--- config.mk ---
export PLATFORM = sky130hd
export DESIGN_NAME = instr_encoder
export DESIGN_NICKNAME = d
export VERILOG_FILES = /design/src/rtl/instr_encoder_pkg.sv /design/src/rtl/instr_encoder_pack.sv /design/src/rtl/instr_encoder.sv
export SDC_FILE = /design/constraint.sdc
export NUM_CORES = 1
export LEC_CHECK = 0
export CORE_ASPECT_RATIO = 0.5
export CORE_MARGIN = 10
export CORE_UTILIZATION = 44
export CTS_CLUSTER_DIAMETER = 200
export DETAILED_ROUTE_END_ITERATION = 12
export PLACE_DENSITY = 0.89
export SLEW_MARGIN = 10
export SYNTH_ARGS = -nofsm -noshare
export SYNTH_HDL_FRONTEND = slang
export SYNTH_SLANG_ARGS = --single-unit
--- constraint.sdc ---
create_clock -name clk -period 1.6 [get_ports clk]
set_clock_uncertainty 0.1 [all_clocks]
set_input_delay 0.32 -clock clk [delete_from_list [all_inputs] [get_ports clk]]
set_output_delay 0.32 -clock clk [all_outputs]
set_load 0.05 [all_outputs]
--- src/rtl/instr_encoder_pkg.sv ---
// Shared RV32I encoding constants: format codes (same as the immediate generator) and opcodes.
package instr_encoder_pkg;

  localparam logic [2:0] FMT_I = 3'd0;
  localparam logic [2:0] FMT_S = 3'd1;
  localparam logic [2:0] FMT_B = 3'd2;
  localparam logic [2:0] FMT_U = 3'd3;
  localparam logic [2:0] FMT_J = 3'd4;
  localparam logic [2:0] FMT_R = 3'd5;

  localparam logic [6:0] OP_LUI    = 7'b0110111;
  localparam logic [6:0] OP_JAL    = 7'b1101111;
  localparam logic [6:0] OP_BRANCH = 7'b1100011;
  localparam logic [6:0] OP_STORE  = 7'b0100011;
  localparam logic [6:0] OP_IMM    = 7'b0010011;
  localparam logic [6:0] OP_OP     = 7'b0110011;

  // True when imm[31:msb] are all equal, i.e. the value fits a signed field of msb+1 bits.
  function automatic logic sext_fits(input logic [31:0] imm, input int msb);
    logic signed [31:0] hi;
    hi = $signed(imm) >>> msb;
    return (hi == 32'sd0) || (hi == -32'sd1);
  endfunction

endpackage

--- src/rtl/instr_encoder_pack.sv ---
// Combinational packer: scatters fields and immediate into an RV32I word and flags
// immediates that do not survive the round trip through the immediate generator.
module instr_pack
  import instr_encoder_pkg::*;
(
  input  logic [2:0]  fmt,
  input  logic [6:0]  opcode,
  input  logic [4:0]  rd,
  input  logic [4:0]  rs1,
  input  logic [4:0]  rs2,
  input  logic [2:0]  funct3,
  input  logic [6:0]  funct7,
  input  logic [31:0] imm,
  output logic [31:0] ir,
  output logic        err
);

  always_comb begin
    ir  = '0;
    err = 1'b0;
    case (fmt)
      FMT_I: begin
        ir  = {imm[11:0], rs1, funct3, rd, opcode};
        err = !sext_fits(imm, 11);
      end
      FMT_S: begin
        ir  = {imm[11:5], rs2, rs1, funct3, imm[4:0], opcode};
        err = !sext_fits(imm, 11);
      end
      FMT_B: begin
        ir  = {imm[12], imm[10:5], rs2, rs1, funct3, imm[4:1], imm[11], opcode};
        err = !sext_fits(imm, 12) || imm[0];
      end
      FMT_U: begin
        ir  = {imm[31:12], rd, opcode};
        err = (imm[11:0] != 12'd0);
      end
      FMT_J: begin
        ir  = {imm[20], imm[10:1], imm[11], imm[19:12], rd, opcode};
        err = !sext_fits(imm, 20) || imm[0];
      end
      FMT_R: begin
        ir  = {funct7, rs2, rs1, funct3, rd, opcode};
        err = 1'b0;
      end
      // Illegal format codes emit an all-zero word.
      default: begin
        ir  = '0;
        err = 1'b1;
      end
    endcase
  end

endmodule

--- src/rtl/instr_encoder.sv ---
// Two-stage valid/ready RV32I instruction encoder with error flag and saturating error
// counter (counter present only when INSTR_ENC_ERRCNT_EN is defined).
module instr_encoder
  import instr_encoder_pkg::*;
#(
  parameter int ERRCNT_W = 16
) (
  input  logic                clk,
  input  logic                rst,
  input  logic                in_valid,
  output logic                in_ready,
  input  logic [2:0]          in_fmt,
  input  logic [6:0]          in_opcode,
  input  logic [4:0]          in_rd,
  input  logic [4:0]          in_rs1,
  input  logic [4:0]          in_rs2,
  input  logic [2:0]          in_funct3,
  input  logic [6:0]          in_funct7,
  input  logic [31:0]         in_imm,
  output logic                out_valid,
  input  logic                out_ready,
  output logic [31:0]         out_ir,
  output logic                out_err,
  output logic [ERRCNT_W-1:0] err_count
);

  logic [31:0] pk_ir;
  logic        pk_err;
  logic        s1_valid;
  logic [31:0] s1_ir;
  logic        s1_err;
  logic        s2_load;
  logic        in_fire;

  instr_pack u_pack (
    .fmt    (in_fmt),
    .opcode (in_opcode),
    .rd     (in_rd),
    .rs1    (in_rs1),
    .rs2    (in_rs2),
    .funct3 (in_funct3),
    .funct7 (in_funct7),
    .imm    (in_imm),
    .ir     (pk_ir),
    .err    (pk_err)
  );

  // in_ready looks only at pipeline state and out_ready, never at in_valid.
  assign s2_load  = !out_valid || out_ready;
  assign in_ready = !s1_valid || s2_load;
  assign in_fire  = in_valid && in_ready;

  always_ff @(posedge clk) begin
    if (rst) begin
      s1_valid  <= 1'b0;
      s1_ir     <= '0;
      s1_err    <= 1'b0;
      out_valid <= 1'b0;
      out_ir    <= '0;
      out_err   <= 1'b0;
    end else begin
      if (s2_load) begin
        out_valid <= s1_valid;
        if (s1_valid) begin
          out_ir  <= s1_ir;
          out_err <= s1_err;
        end
      end
      if (in_ready) begin
        s1_valid <= in_valid;
        if (in_valid) begin
          s1_ir  <= pk_ir;
          s1_err <= pk_err;
        end
      end
    end
  end

`ifdef INSTR_ENC_ERRCNT_EN
  logic [ERRCNT_W-1:0] err_cnt_q;

  always_ff @(posedge clk) begin
    if (rst) begin
      err_cnt_q <= '0;
    end else if (in_fire && pk_err && (err_cnt_q != '1)) begin
      err_cnt_q <= err_cnt_q + ERRCNT_W'(1);
    end
  end

  assign err_count = err_cnt_q;
`else
  logic unused_fire;
  assign unused_fire = in_fire;
  assign err_count   = '0;
`endif

endmodule

After elaboration in Yosys (flattened, before gate mapping)

Index checks and enable logic that the tools add are counted.

Equality and inequality tests: 8
Multiplexer cells: 2
Reduce and logical (&&, ||, !) cells: 20

Operator list:

| kind                                                             | count |
|---|---|
| 32-bit case mux with 6 select lines                              | 1 |
| 32-bit logical NOT                                               | 3 |
| 21-bit by 1-bit == test with 1-bit output, second input constant | 1 |
| 20-bit by 1-bit == test with 1-bit output, second input constant | 1 |
| 12-bit by 1-bit == test with 1-bit output, second input constant | 1 |
| 12-bit nonzero test                                              | 1 |
| 1-bit logical OR                                                 | 7 |
| 3-bit by 2-bit == test with 1-bit output, second input constant  | 2 |
| 3-bit == test, second input constant                             | 2 |
| 1-bit logical NOT                                                | 5 |
| 1-bit case mux with 5 select lines                               | 1 |
| 2-bit AND reduction                                              | 2 |
| 3-bit by 1-bit == test with 1-bit output, second input constant  | 1 |
| 3-bit logical NOT                                                | 1 |
| 2-bit OR reduction                                               | 1 |

Bits in registers: 68
Input bits: 71
Output and inout port bits: 51
Word-level logic and storage cells: 36

Depth between registers and ports, before layout

Gate-level depths: netlist (run 1).

Word-level depth: 5
Depth in mapped cells: 7
Gate-level depth less buffers: 5

Cells and area by module

A second synthesis (run 1) with hierarchy kept.

Cell total of the unflattened synthesis: 464
Area, all modules: 3876.2 µm²

Modules (own cells, without submodules):

| module        | instances | cells an instance | area each (µm²) | seq. area each (µm²) |
|---|---|---|---|---|
| instr_encoder | 1         | 321               | 2972.9          | 1361.3 |
| instr_pack    | 1         | 143               | 903.4           | 0.0 |

Worst setup path after synthesis (run 1)

No wires, ideal clock.

Kind: register -> register
Start: reg out_valid
End: reg s1_ir[16]
Library setup time: 0.128 ns
Data arrival time: 2.064 ns
Required time: 1.372 ns
Path slack: -0.691 ns
Stages on the path, launching flop included: 7
Path buffers: 1
Period minus slack after synthesis: 2.291 ns
Cells stage by stage: dfxtp_1 > nand3b_1 > nand2_1 > clkbuf_1 > nor3_1 > a21oi_1 > nor2_1

Word-level cells in the longest chain between the ends: 4

RTL lines:

| element                              | RTL line            | source |
|---|---|---|
| start: declaration                   | instr_encoder.sv:20 | `output logic out_valid,` |
| start signal: assignment             | instr_encoder.sv:63 | `out_valid <= s1_valid;` |
| 1-bit logical NOT                    | instr_encoder.sv:49 | `assign s2_load = !out_valid \|\| out_ready;` |
| 1-bit logical OR                     | instr_encoder.sv:49 |  |
| 1-bit logical OR                     | instr_encoder.sv:50 | `assign in_ready = !s1_valid \|\| s2_load;` |
| net in_ready                         | instr_encoder.sv:11 | `output logic in_ready,` |
| 2-bit AND reduction (no source line) | --                  |  |
| end signal: assignment               | instr_encoder.sv:72 | `s1_ir <= pk_ir;` |
| end: declaration                     | instr_encoder.sv:30 | `logic [31:0] s1_ir;` |

The timed path passes the listed nets, and every way through them passes these cells.
A chain may end at the register's enable or synchronous reset.

Final worst setup path (run 1)

Start: in in_imm[4]
End: reg s1_ir[24]

Word-level cells in the longest chain between the ends: 1

RTL lines:

| element                             | RTL line                 | source |
|---|---|---|
| start: declaration                  | instr_encoder.sv:19      | `input logic [31:0] in_imm,` |
| 32-bit case mux with 6 select lines | instr_encoder_pack.sv:21 | `case (fmt)` |

Every way passes these cells.

==> out/metrics.cfg, run 1 <==
[run_status]
status=finished with violations
violations=negative setup slack

[global_routing]
antenna_found_initial=2
grt_pass1_vias=4061
grt_max_degree=37
grt_busiest_layer=met2
use_met1_pct=23.99
grtUsageTotal_pct=23.44
grt_first_pass_wirelength_um=21480
met3_usage_pct=8.207
met2_usage_pct=41.25
overflow=0

[critical_path]
critPathMaxFanout=3
crit_family=simple AND/OR/NAND/NOR gates
cp_data_arrival_time_ns=2.11
cp_slowest_cell=nor3b_1
startpoint_type=input port
endpoint_kind=register
path_class=input port to register
cp_cell_sequence=clkdlybuf4s50_1, buf_4, nor3b_1, a31oi_1, o211ai_1, o21ai_0, nor2_1
required_ns=1.78
critical-path-max-stage-delay_ns=0.60
cp_num_buf_inv=2

[pwr]
ir_worst_vdd_uv=593.5
power.total_mw=5.195
p_leak_nw=2.298
p_per_area_mw_per_mm2=915.2

[timing]
min_period_ns=1.933
max_freq_mhz=517.4
setup_viol=2
fin_crit_sh_pct=120.8
setup_slack_ns=-0.3328
hold_viol=0
tightest_slew_ns=0.7263
slew_headroom_pct=51.48
drv_slew=0

[clock_tree]
path_clk_slew_ns=0.06
cts_made_buffers=9
cts_tree=built
cts.sinks=68
clock_latency_ns=0.35
clock_path_buffers=2
cts_root_buf=clkbuf_16
h-tree-depth=3

[final_layout]
fin_nets=639
areaGrowthSynthToFinish_pct=73.43
drive_gt1_share_pct=25.65
layout_common_cells=nand2_1 (97), dfxtp_1 (66), a21oi_1 (56), buf_4 (52), clkdlybuf4s50_1 (48)
finish.utilization_pct=78.12
layout_commonest_cell=nand2_1

[run]
drv_cap=0

[routing]
ant_nets=0
drc=0
vias=4201
first_pass_iters=7
post_drt_wl_per_cell_um=22.44
first_iter_violations=622
wl_um=15060
vias_per_cell=6.261

[place]
port_buffers=105
place_congestion=0.9522
hpwlAfterDp_um=9173

[synthesis]
ys_types=37
syn_avg_cell_area_sq_um=7.720
synth_fa_ha_area_share_pct=0
synth-seq-cells=68
ys_warn_count=0
netlist_area_sq_mm=0.003273
synth_xor_area_share_pct=0
syn_inst=424
synth_top_family_by_area=compound AO/OA/AOI/OAI gates
synth_mux_area_share_pct=2.179
synth-simple-area-share_pct=22.86
synth-compound-area-share_pct=23.74
ys_seq_area_share_pct=41.59

[floorplanning]
chipWidth_um=142.0
rows=22
die_h_um=80.99
initial_core_util_pct=45.04
design.core.area_sq_mm=0.007267
num_io_pins=122
die_area_sq_mm=0.01150

[hold_path]
hp-class=input port to register

[what timing repair did]
item,in CTS,in global routing
buffers inserted,1,0
gates resized for setup,10,42
hold buffers,0,0
cloned,1,0
setup endpoints to repair,24,30
pin swaps,1,11
[sequential cells by signal, indices dropped and copies added (netlist names)]
register and count:
out_valid 1, s1_ir 32, s1_err 1, s1_valid 1, out_err 1, out_ir 32
[where the power goes]
| part | leakage (nW) | internal [mW] | switching, mW | total (mW) |
|---|---|---|---|---|
| clock | 0.162 | 1.49 | 0.768 | 2.26 |
| combinational | 1.58 | 0.491 | 0.605 | 1.10 |
| sequential | 0.557 | 1.77 | 0.0671 | 1.84 |
| total | 2.30 | 3.76 | 1.44 | 5.20 |
[cell type report]
class | instances | area [sq um]
clock inverters | 3 | 67.56
diodes | 2 | 5.005
fillers | 413 | 1590
multi-input cells | 315 | 1792
repair buffers | 169 | 2034
flip-flops and latches | 68 | 1369
well taps | 96 | 120.1
clock buffers | 13 | 270.3
inverters | 5 | 18.77
[metrics by stage]
stage | std cells | setup WS (ns) | TNS [ns] | hold WS, ns | instance area [sq um]
6_report | 671 | -0.3328 | -0.4720 | 0.2623 | 5677
5_1_grt | 671 | -0.3400 | -0.6792 | 0.2773 | 5677
4_1_cts | 669 | -0.005759 | -0.005759 | 0.2522 | 5535
3_5_place_dp | 651 | -0.5013 | -17.02 | 0.3427 | 5151
3_3_place_gp | 651 | -0.3924 | -13.22 | 0.3370 | 5151
2_1_floorplan | 439 | -0.1839 | -4.078 | 0.3287 | 3357
[worst paths after layout]
kind	depth (start not counted)	end	slack, ns	from
max reg2reg	7	s1_ir[23]$_SDFFE_PP0P_	0.01	s1_valid$_SDFFE_PP0N_
min	2	out_ir[30]$_SDFFE_PP0P_	0.26	rst
max	7	s1_ir[24]$_SDFFE_PP0P_	-0.33	in_imm[4]
min reg2reg	2	out_ir[2]$_SDFFE_PP0P_	0.35	s1_ir[2]$_SDFFE_PP0P_
[layer usage]
layer | part of all wire (%) | vias up
met5 | 0.046 | -
met1 | 34 | 1889
met4 | 7.5 | 2
met3 | 11 | 129
li1 | - | 1786
met2 | 47 | 395
[cells by family (layout without fill, tap and decap cells)]
kind of cell | Yosys count | in the layout
AND/OR/NAND/NOR | 172 | 173
AO/OA/AOI/OAI | 119 | 119
flip-flops | 68 | 68
buffers and inverters | 57 | 190
multiplexers | 7 | 7
other | 1 | 18
[worst reg2reg max path: cells and delay by family, from the launching register on]
kind | cells | cell delay, ns
DFF | 1 | 0.36
AOI/OAI and AO/OA | 1 | 0.08
buffers and inverters | 2 | 0.30
and+or+nand+nor | 4 | 0.67
[cell usage after synthesis]
cell / instances / area (sq um)
buf_6: 2 / 22.52
o21ai_1: 1 / 5.000
nand3_1: 11 / 55.05
a21oi_2: 2 / 17.52
nor3_1: 17 / 85.08
inv_1: 5 / 18.77
conb_1: 1 / 3.750
a21oi_1: 60 / 300.3
nand4_1: 5 / 31.28
o221ai_1: 1 / 8.760
dfxtp_1: 68 / 1361
a31oi_1: 2 / 12.51
a221oi_1: 28 / 245.2
o22ai_1: 6 / 37.54
nor2b_1: 3 / 18.77
nor3b_1: 1 / 7.510
a311oi_1: 2 / 17.52
or3_1: 1 / 6.260
o311ai_0: 1 / 8.760
o2111ai_1: 6 / 52.55
nand2b_1: 1 / 6.260
a2bb2oi_1: 1 / 8.760
buf_2: 12 / 60.06
nor2_1: 24 / 90.09
nor2b_4: 1 / 13.76
nand3b_1: 1 / 7.510
o211ai_1: 1 / 7.510
o21ai_0: 6 / 30.03
buf_4: 18 / 135.1
a221oi_2: 1 / 15.01
nand2_1: 98 / 367.9
mux2i_1: 6 / 60.06
a221o_1: 1 / 10.01
nor4_1: 8 / 50.05
clkbuf_1: 20 / 75.07
nor2b_2: 1 / 8.760
mux2_2: 1 / 11.26
Power figures use the tool's default switching activity.
==> run 2, diff against run 1 <==
Settings changed: RECOVER_POWER set to 50.
==> run 2 against run 1 <==
Against the previous run:
- the flow still finishes with violations (negative setup slack)
- clock-buffer cell count unchanged
- worst setup slack got worse by 0.014 ns
- sequential power barely moved
- non-clock buffer count unchanged
- register-to-register slack got worse by 0.10 ns
- clock power about the same
- global-route usage did not move
- die area unchanged
- utilization decreased by 6.9 points
- fmax decreased by 0.72%
- combinational power down 5%
- cell area shrank 8.8%
- critical path type unchanged
- largest power group unchanged
==> out/metrics.cfg, run 2 (synthesized netlist as in run 1, its figures left out) <==
[place]
hpwlAfterDp_um=9173
place_congestion=0.9522
dpl_cell_area_sq_mm=0.005151
port_buffers=105

[timing]
hold_ws_ns=0.2640
min_period_ns=1.947
setup_viol=4
drv_slew=0
setup_slack_ns=-0.3469
fin_crit_sh_pct=121.7
tightest_slew_ns=0.7284
hold_viol=0
max_freq_mhz=513.6
final.setup.tns_ns=-0.6130
slew_headroom_pct=51.33

[routing]
vias=4270
vias_per_cell=6.364
wl_um=15170
ant_nets=0
first_iter_violations=602
first_pass_iters=7
drc=0
post_drt_wl_per_cell_um=22.61

[clock_tree]
h-tree-depth=3
cts_tree=built
cts.sinks=68
clock_path_buffers=2
cts_root_buf=clkbuf_16
path_clk_slew_ns=0.06
hold_buffers=0
cts_made_buffers=9
clock_latency_ns=0.35

[run_status]
violations=negative setup slack
status=finished with violations

[critical_path]
cp_data_arrival_time_ns=2.12
cp_num_buf_inv=2
crit_family=simple AND/OR/NAND/NOR gates
reg2regPathDepth=7
r2r-end=s1_ir[12]$_SDFFE_PP0P_
cp_slowest_cell=nor3b_1
critPathMaxFanout=3
critical-path-max-stage-delay_ns=0.61
endpoint_kind=register
cp_cell_sequence=clkdlybuf4s50_1, buf_4, nor3b_1, a31oi_1, o211ai_1, o21ai_0, nor2_1
startpoint_type=input port
required_ns=1.77
path_class=input port to register
reg2reg_slack_ns=-0.09
r2r-start=s1_valid$_SDFFE_PP0N_

[hold_path]
hold-path-cell-count=2
worstHoldStart=rst
hp-class=input port to register
whs_endpoint=out_ir[30]$_SDFFE_PP0P_

[final_layout]
areaGrowthSynthToFinish_pct=58.10
layout_commonest_cell=nand2_1
fin_nets=639
design_area_sq_mm=0.005175
layout_common_cells=nand2_1 (97), dfxtp_1 (66), a21oi_1 (56), buf_4 (50), clkdlybuf4s50_1 (48)
reg.largest.list=out_ir: 32 flops, s1_ir: 32 flops
drive_gt1_share_pct=25.48

[floorplanning]
initial_core_util_pct=45.04
chipWidth_um=142.0
design.core.area_sq_mm=0.007267
num_io_pins=122
rows=22
die_area_sq_mm=0.01150
die_h_um=80.99

[pwr]
p_per_area_mw_per_mm2=988.8
ir_worst_vdd_uv=588.3
p_leak_nw=2.175

[global_routing]
grt_pass1_vias=4061
antenna_found_initial=2
grtUsageTotal_pct=23.44
grt_max_degree=37
grt_first_pass_wirelength_um=21480
overflow=0

[run]
drv_cap=0

## run 2: power breakdown
group / switching (mW) / internal [mW]
Clock: 0.760 / 1.49
Combinational: 0.609 / 0.429
Sequential: 0.0556 / 1.77
## run 2: what timing repair did
item,in CTS,in global routing
resized for setup,10,42
buffers inserted,1,0
pin swaps,1,11
setup endpoints to repair,24,30
gates cloned,1,0
## run 2: worst max-delay path by stage
stage                                      start                      to  slack, ns  cells past startpoint
after detailed placement               in_fmt[1]  s1_ir[19]$_SDFFE_PP0P_      -0.50                      7
final                                  in_imm[4]  s1_ir[24]$_SDFFE_PP0P_      -0.35                      7
after CTS                              in_fmt[0]  s1_ir[27]$_SDFFE_PP0P_     -0.006                      7
after floorplan           out_valid$_SDFFE_PP0P_  s1_ir[14]$_SDFFE_PP0P_      -0.18                      6
after global placement                 in_fmt[1]  s1_ir[15]$_SDFFE_PP0P_      -0.39                      7
after global routing                   in_imm[4]  s1_ir[24]$_SDFFE_PP0P_      -0.34                      7
## run 2: stage by stage
step,utilization [%],setup WS [ns],instances,power [mW]
floorplan,-,-0.1839,439,2.360
global placement,70.88,-0.3924,651,2.830
detailed placement,70.88,-0.5013,651,2.866
CTS,76.17,-0.005759,669,5.101
global route,71.21,-0.3400,671,5.226
finish,71.21,-0.3469,671,5.117
## run 2: final cells by class
class	instances	area, sq um
antenna	2	5.005
clock buffer	13	270.3
clock inverter	3	67.56
fill	479	2092
inverter	5	18.77
multi-input combinational	315	1792
sequential	68	1369
tap	96	120.1
timing repair buffer	169	1533
## run 2: worst reg2reg max path: cells and delay by family (launching register included)
kind	cells	cell delay, ns
flip-flops	1	0.36
AO/OA/AOI/OAI	2	0.55
buffers and inverters	2	0.30
AND/OR/NAND/NOR	3	0.33
## run 2: per-layer routing
metal,vias to the layer above,part of all wire (%),track usage (%)
met5,-,0.073,0
met1,1898,35,23.99
met4,2,8.3,15.01
met2,414,46,41.25
li1,1790,-,-
met3,166,11,8.207
